## config.mk

```make
export PLATFORM = sky130hd
export DESIGN_NAME = buffer_writer_flat
export DESIGN_NICKNAME = d
export VERILOG_FILES = /design/src/rtl/buffer_writer_if.sv /design/src/rtl/buffer_writer.sv /design/src/flat_wrapper.sv
export SDC_FILE = /design/constraint.sdc
export NUM_CORES = 1
export LEC_CHECK = 0
export CORE_ASPECT_RATIO = 1.1
export CORE_UTILIZATION = 46
export CTS_CLUSTER_SIZE = 20
export DETAILED_ROUTE_END_ITERATION = 10
export HOLD_SLACK_MARGIN = 0.03
export PLACE_DENSITY = 0.79
export SYNTH_ARGS = -nofsm -noshare
export SYNTH_HDL_FRONTEND = slang
export SYNTH_SLANG_ARGS = --single-unit
```

## constraint.sdc

```tcl
create_clock -name clk -period 2.4 [get_ports clk]
set_input_delay 0.72 -clock clk [delete_from_list [all_inputs] [get_ports clk]]
set_output_delay 0.72 -clock clk [all_outputs]
set_load 0.02 [all_outputs]
```

## src/rtl/buffer_writer_if.sv

```systemverilog
// rtl/buffer_writer_if.sv - byte-stream in, four-slot frame out, for buffer_writer
interface buffer_writer_if #(
  parameter int DATA_WIDTH = 8
);
  logic                  wr_valid;
  logic [DATA_WIDTH-1:0] wr_data;
  logic                  wr_ready;
  logic                  frame_ack;
  logic                  flush;
  logic [DATA_WIDTH-1:0] data_out_0;
  logic [DATA_WIDTH-1:0] data_out_1;
  logic [DATA_WIDTH-1:0] data_out_2;
  logic [DATA_WIDTH-1:0] data_out_3;
  logic                  frame_valid;
  logic [2:0]            fill_level;
  logic [7:0]            frame_count;

  modport master (
    output wr_valid, wr_data, frame_ack, flush,
    input  wr_ready, data_out_0, data_out_1, data_out_2, data_out_3,
    input  frame_valid, fill_level, frame_count
  );

  modport slave (
    input  wr_valid, wr_data, frame_ack, flush,
    output wr_ready, data_out_0, data_out_1, data_out_2, data_out_3,
    output frame_valid, fill_level, frame_count
  );
endinterface

```

## src/rtl/buffer_writer.sv

```systemverilog
// rtl/buffer_writer.sv - assembles four streamed bytes into a held frame until acknowledged
module buffer_writer #(
  parameter int DATA_WIDTH = 8
) (
  input  logic             clk,
  input  logic             rst,
  buffer_writer_if.slave   bus
);
  typedef enum logic {FILL, FULL} state_t;

  state_t                state;
  state_t                state_next;
  logic [1:0]            idx;
  logic [1:0]            idx_next;
  logic                  ready;
  logic                  xfer;
  logic [DATA_WIDTH-1:0] slot [4];
  logic                  frame_valid;
  logic [2:0]            fill_level;
  logic [7:0]            frame_count;

  always_ff @(posedge clk) begin
    if (rst) begin
      state <= FILL;
      idx   <= 2'd0;
    end else begin
      state <= state_next;
      idx   <= idx_next;
    end
  end

  // flush dominates both a transfer and an ack
  always_comb begin
    state_next = state;
    idx_next   = idx;
    if (bus.flush) begin
      state_next = FILL;
      idx_next   = 2'd0;
    end else begin
      case (state)
        FILL: begin
          if (xfer) begin
            idx_next = idx + 2'd1;
            if (idx == 2'd3) state_next = FULL;
          end
        end
        FULL: begin
          if (bus.frame_ack) state_next = FILL;
        end
        default: state_next = FILL;
      endcase
    end
  end

  always_comb begin
    ready = (state == FILL) && !bus.flush && !rst;
    xfer  = bus.wr_valid && ready;
  end

  always_ff @(posedge clk) begin
    if (rst) begin
      for (int i = 0; i < 4; i++) slot[i] <= '0;
      frame_valid <= 1'b0;
      fill_level  <= 3'd0;
      frame_count <= 8'd0;
    end else begin
      if (xfer) slot[idx] <= bus.wr_data;
      if (bus.flush) begin
        frame_valid <= 1'b0;
        fill_level  <= 3'd0;
      end else if (xfer) begin
        fill_level <= fill_level + 3'd1;
        if (idx == 2'd3) frame_valid <= 1'b1;
      end else if (state == FULL && bus.frame_ack) begin
        frame_valid <= 1'b0;
        fill_level  <= 3'd0;
        frame_count <= frame_count + 8'd1;
      end
    end
  end

  assign bus.wr_ready    = ready;
  assign bus.data_out_0  = slot[0];
  assign bus.data_out_1  = slot[1];
  assign bus.data_out_2  = slot[2];
  assign bus.data_out_3  = slot[3];
  assign bus.frame_valid = frame_valid;
  assign bus.fill_level  = fill_level;
  assign bus.frame_count = frame_count;
endmodule

```

## src/flat_wrapper.sv

```systemverilog
// flat-port wrapper written by rule: the top's interface ports become plain ports
module buffer_writer_flat 
#(
  parameter int DATA_WIDTH = 8
)
  (clk, rst, bus_wr_valid, bus_wr_data, bus_frame_ack, bus_flush, bus_wr_ready, bus_data_out_0, bus_data_out_1, bus_data_out_2, bus_data_out_3, bus_frame_valid, bus_fill_level, bus_frame_count);
  buffer_writer_if #(.DATA_WIDTH(DATA_WIDTH)) bus_i ();
  input  logic clk;
  input  logic rst;
  input wire logic [$bits(bus_i.wr_valid)-1:0] bus_wr_valid;
  input wire logic [$bits(bus_i.wr_data)-1:0] bus_wr_data;
  input wire logic [$bits(bus_i.frame_ack)-1:0] bus_frame_ack;
  input wire logic [$bits(bus_i.flush)-1:0] bus_flush;
  output wire logic [$bits(bus_i.wr_ready)-1:0] bus_wr_ready;
  output wire logic [$bits(bus_i.data_out_0)-1:0] bus_data_out_0;
  output wire logic [$bits(bus_i.data_out_1)-1:0] bus_data_out_1;
  output wire logic [$bits(bus_i.data_out_2)-1:0] bus_data_out_2;
  output wire logic [$bits(bus_i.data_out_3)-1:0] bus_data_out_3;
  output wire logic [$bits(bus_i.frame_valid)-1:0] bus_frame_valid;
  output wire logic [$bits(bus_i.fill_level)-1:0] bus_fill_level;
  output wire logic [$bits(bus_i.frame_count)-1:0] bus_frame_count;
  assign bus_i.wr_valid = bus_wr_valid;
  assign bus_i.wr_data = bus_wr_data;
  assign bus_i.frame_ack = bus_frame_ack;
  assign bus_i.flush = bus_flush;
  assign bus_wr_ready = bus_i.wr_ready;
  assign bus_data_out_0 = bus_i.data_out_0;
  assign bus_data_out_1 = bus_i.data_out_1;
  assign bus_data_out_2 = bus_i.data_out_2;
  assign bus_data_out_3 = bus_i.data_out_3;
  assign bus_frame_valid = bus_i.frame_valid;
  assign bus_fill_level = bus_i.fill_level;
  assign bus_frame_count = bus_i.frame_count;
  buffer_writer #(.DATA_WIDTH(DATA_WIDTH)) u_core (.clk(clk), .rst(rst), .bus(bus_i));
endmodule
```

# After elaboration in Yosys (flattened, before gate mapping)
# Memories as Yosys holds them, arrays and structs flattened.
# Index checks and enable logic that the tools add are counted.
[totals] in_bits=13 n_memories=1 latch_bits=0 mem_bits_rw=32 ff_bits=15 romBits=0 elab_cells=43 out_inout_bits=45
[classes] n_mul=0 shift=0 n_mux=17 n_div=0 add_sub_neg=3 n_reduce_logical=12 order_cmp=0 eq_ne=2 n_bitwise=3
[mem_list] name="u_core.slot" depth=4 width=8 read_ports=4 rd_ports_with_merged_regs=0 wr=4 line="buffer_writer.sv:17" source="logic [DATA_WIDTH-1:0] slot [4];"
[ops] cell="2-to-1 mux 1 bit" count=12
[ops] cell="adder 8 x 1 -> 8 bit (second input constant)" count=1
[ops] cell="2-to-1 mux 8 bit" count=1
[ops] cell="OR reduction 8 bit" count=1
[ops] cell="2-to-1 mux 3 bit" count=2
[ops] cell="logical AND 1 bit" count=4
[ops] cell="AND reduction 2 bit" count=2
[ops] cell="adder 3 x 1 -> 3 bit (second input constant)" count=1
[ops] cell="inverter 1 bit" count=3
[ops] cell="AND reduction 3 bit" count=1
[ops] cell="adder 2 x 1 -> 2 bit (second input constant)" count=1
[ops] cell="equality test 2 bit (second input constant)" count=1
[ops] cell="logical NOT 1 bit" count=2
[ops] cell="2-to-1 mux 2 bit" count=1
[ops] cell="!= test 2 bit (second input constant)" count=1
[ops] cell="one-hot mux 1 bit (2 select lines)" count=1
[ops] cell="nonzero test 2 bit" count=1
[ops] cell="OR reduction 2 bit" count=1

# Logic depth before layout (Yosys ltp)
[logic_depth] ltp_word=9 mapped_depth=5 depth_no_buf=4

# Least setup slack after synthesis
# OpenSTA, ideal clock, no wires.
[synth_path] path_type="in2out" start="input port rst" end="output port bus_wr_ready" t_required_ps=1680 setup_slack_ps=250 stages=3 arrival_ps=1430 n_path_buf=1 path_cell_list="or2_2 -> clkbuf_1 -> nor2_1"
[synth_via] elab_chain_len=2
[synth_lines] item="start: declaration" line="flat_wrapper.sv:9" source="input logic rst;"
[synth_lines] item="logical NOT 1 bit" line="buffer_writer.sv:56" source="ready = (state == FILL) && !bus.flush && !rst;"
[synth_lines] item="logical AND 1 bit" line="buffer_writer.sv:56"
[synth_lines] item="end: declaration" line="flat_wrapper.sv:14" source="output wire logic [$bits(bus_i.wr_ready)-1:0] bus_wr_ready;"
# No other way between the ends.

# Worst setup path in the final report
[layout_path] start="input port bus_flush" end="output port bus_wr_ready"
[layout_via] elab_chain_len=3
[layout_lines] item="start: declaration" line="flat_wrapper.sv:13" source="input wire logic [$bits(bus_i.flush)-1:0] bus_flush;"
[layout_lines] item="logical NOT 1 bit" line="buffer_writer.sv:56"
[layout_lines] item="logical AND 1 bit (2 in series)" line="buffer_writer.sv:56"
# No other way between the ends.

==> results.json <==
{
  "status": "completed",
  "yosysSeqAreaShare_pct": 65.6,
  "whs_ps": 486,
  "fin_ws_ps": 50.3,
  "cp_slowest_cell": "clkdlybuf4s50_1",
  "drive_gt1_share_pct": 14.0,
  "rsz0062_at_grt": "no",
  "totalPowerFinal_mw": 1.73,
  "synth_adder_area_share_pct": 1.95,
  "cap_viol_max_count": 0,
  "grt_pass1_wl_mm": 6.44,
  "cts-root-buf": "clkbuf_8",
  "drtIter0Drc": 24,
  "grt_pass1_vias": 1445,
  "cp_cell_sequence": "clkdlybuf4s50_1 > or2_4 > nor2_4 > buf_6",
  "die_h_microns": 69.8,
  "clock_latency_ps": 300,
  "cp.required_ps": 1680,
  "cts_hold_buf": 0,
  "die_x_microns": 63.7,
  "vias": 1437,
  "coreArea_sq_um": 3990,
  "synth_top_family_by_area": "simple AND/OR/NAND/NOR gates",
  "initial_core_util_pct": 48.2,
  "hold_class": "reg -> reg",
  "hpwl_mm": 2.96,
  "wl_per_cell_microns": 14.5,
  "io_pins": 58,
  "avgSynthCellArea_sq_um": 12.7,
  "cp-start-kind": "primary input",
  "path_delay_family": "buffers and inverters",
  "cp_max_fo": 2,
  "clkSinkCount": 47,
  "synth_cells": 151,
  "critPathMaxStageDelay_ps": 430,
  "async_flop_share_pct": 0,
  "path_clk_slew_ps": 80,
  "final_max_slew_viol_count": 0,
  "fin_crit_sh_pct": 97.9,
  "ir_drop_mv": 0.503,
  "cts_made_buffers": 5,
  "grt_max_degree": 17,
  "tns_ps": 0,
  "r2r_cells": 4,
  "nFillCells": 295,
  "relSlewSlack_pct": 74.0,
  "place.gp.congestion": 0.757,
  "dp_cells": 265,
  "synthXorXnorAreaFrac_pct": 0.911,
  "setup.worst_path.class": "in -> out",
  "cp.depth": 4,
  "antenna_found_initial": 0,
  "synthMuxAreaShare_pct": 1.11,
  "syn2layout_area_growth_pct": 43.8,
  "mappedNetlistArea_sq_um": 1920,
  "fin_nets": 236,
  "cts.htree.levels": 2,
  "ctsLongestPathBuffers": 2,
  "setup_viol": 0,
  "arrival_ps": 1630,
  "worstHoldPathCells": 2,
  "leakagePower_nw": 1.03,
  "ys.flop_type": "edfxtp_1",
  "synth_compound_area_share_pct": 5.01,
  "placementRows": 24,
  "drc_errors": 0,
  "stdcell_count": 273,
  "yosysWarnings": 0,
  "syn_nets": 167,
  "grt.total_usage_pct": 19.3,
  "skew_ps": 5.04,
  "endpoint_kind": "output port",
  "crit_buf_inv": 2,
  "max_freq_ghz": 0.426,
  "gr-total-overflow": 0,
  "ant_nets": 0,
  "synth-edff-count": 32,
  "fin_crit_ps": 2350,
  "antennaDiodeCount": 0,
  "dp_slack_ps": -452,
  "dr.pass1.iters": 4,
  "hold_violations": 0,
  "via_per_inst": 5.26,
  "die-area_sq_um": 4440,
  "powerDensity_nw_per_um2": 627,
  "worst_pin_slew_ps": 388,
  "synth-seq-cells": 47,
  "synthSimpleGateAreaFrac_pct": 23.1,
  "drt_wl_total_mm": 3.97,
  "cts_tree": "yes",
  "yosys.cell_types.count": 33,
  "port_buffers": 57
}
logic make-up (layout without fill, tap and decap cells):
group                      after synthesis  after routing
AOI/OAI and AO/OA                       16             16
DFF                                     47             47
xor gates and xnor gates                 2              2
buffers and inverters                    9             79
and+or+nand+nor                         72             72
adders and majority gates                3              3
muxes                                    2              2
per-stage QoR:
step           util, %  cell area [sq um]
2_1_floorplan        -               1920
6_report          69.2               2770
4_1_cts           68.6               2740
5_1_grt           69.2               2770
3_5_place_dp      65.3               2610
3_3_place_gp      65.3               2610
placed cells by master (no fill, tap or decap), types with 4 or more instances in the layout:
| cell | count |
|---|---|
| a21oi_1 | 6 |
| buf_4 | 10 |
| edfxtp_1 | 32 |
| nor2_1 | 7 |
| and2_1 | 32 |
| o21ai_0 | 4 |
| clkbuf_8 | 5 |
| clkdlybuf4s50_1 | 55 |
| or3_1 | 4 |
| dfxtp_1 | 15 |
| nand2_1 | 8 |
state kept, by name, indices dropped and copies added, names as in the netlist:
| signal | cells |
|---|---|
| u_core.bus.fill_level | 3 |
| u_core.bus.frame_count | 8 |
| u_core.bus.frame_valid | 1 |
| u_core.idx | 2 |
| u_core.slot | 32 |
| u_core.state | 1 |
Yosys cell counts, drive strengths merged (3+ instances only):
master  count  area [sq um]
nand2       8          30.0
or2         4          25.0
a21oi       7          35.0
dfxtp      15           300
clkbuf      4          15.0
ha          3          37.5
and2       32           200
o21ai       4          20.0
nand4       3          18.8
edfxtp     32           961
nand3       3          15.0
or3         4          25.0
inv         3          11.3
nor2        8          30.0
layer usage:
layer	up-vias	global-route usage (%)	routed length, microns
li1	670	-	-
met1	693	21.9	1620
met2	64	32.4	1970
met3	10	5.43	258
met4	0	10.4	124
met5	-	0	0
report_power, final:
group	total [mW]	internal [mW]	switching [mW]
clock	0.669	0.416	0.253
sequential	0.898	0.889	0.00884
combinational	0.166	0.0810	0.0850
worst register-to-register path, stage by stage, from the launching register on:
cell and delay [ps]:
dfxtp_1 400, or4b_4 600, buf_4 180, or3_1 320
a21oi_2 140
cell type report:
type	count	area, sq um	area share (%)
clock buffer	6	72.6	2.62
clock inverter	2	60.1	2.17
inverter	3	11.3	0.407
multi-input combinational	95	634	22.9
sequential	47	1260	45.6
tap	52	65.1	2.35
timing repair buffer	68	661	23.9
final timing paths:
kind	endpoint	slack [ps]	start
worst max-delay path	bus_wr_ready	50	bus_flush
worst min-delay path	u_core.bus.frame_count[7]$_SDFFE_PP0P_	490	u_core.bus.frame_count[7]$_SDFFE_PP0P_
worst max register to register	u_core.bus.fill_level[2]$_SDFFE_PP0P_	700	u_core.state$_SDFF_PP0_
worst min register to register	u_core.bus.frame_count[7]$_SDFFE_PP0P_	490	u_core.bus.frame_count[7]$_SDFFE_PP0P_
repair_timing:
item,in CTS,in global routing
setup buffers,0,0
resized for setup,6,7
pin swaps,0,1
setup endpoints to repair,18,2
Note: power is estimated with default switching activity, not from simulation.
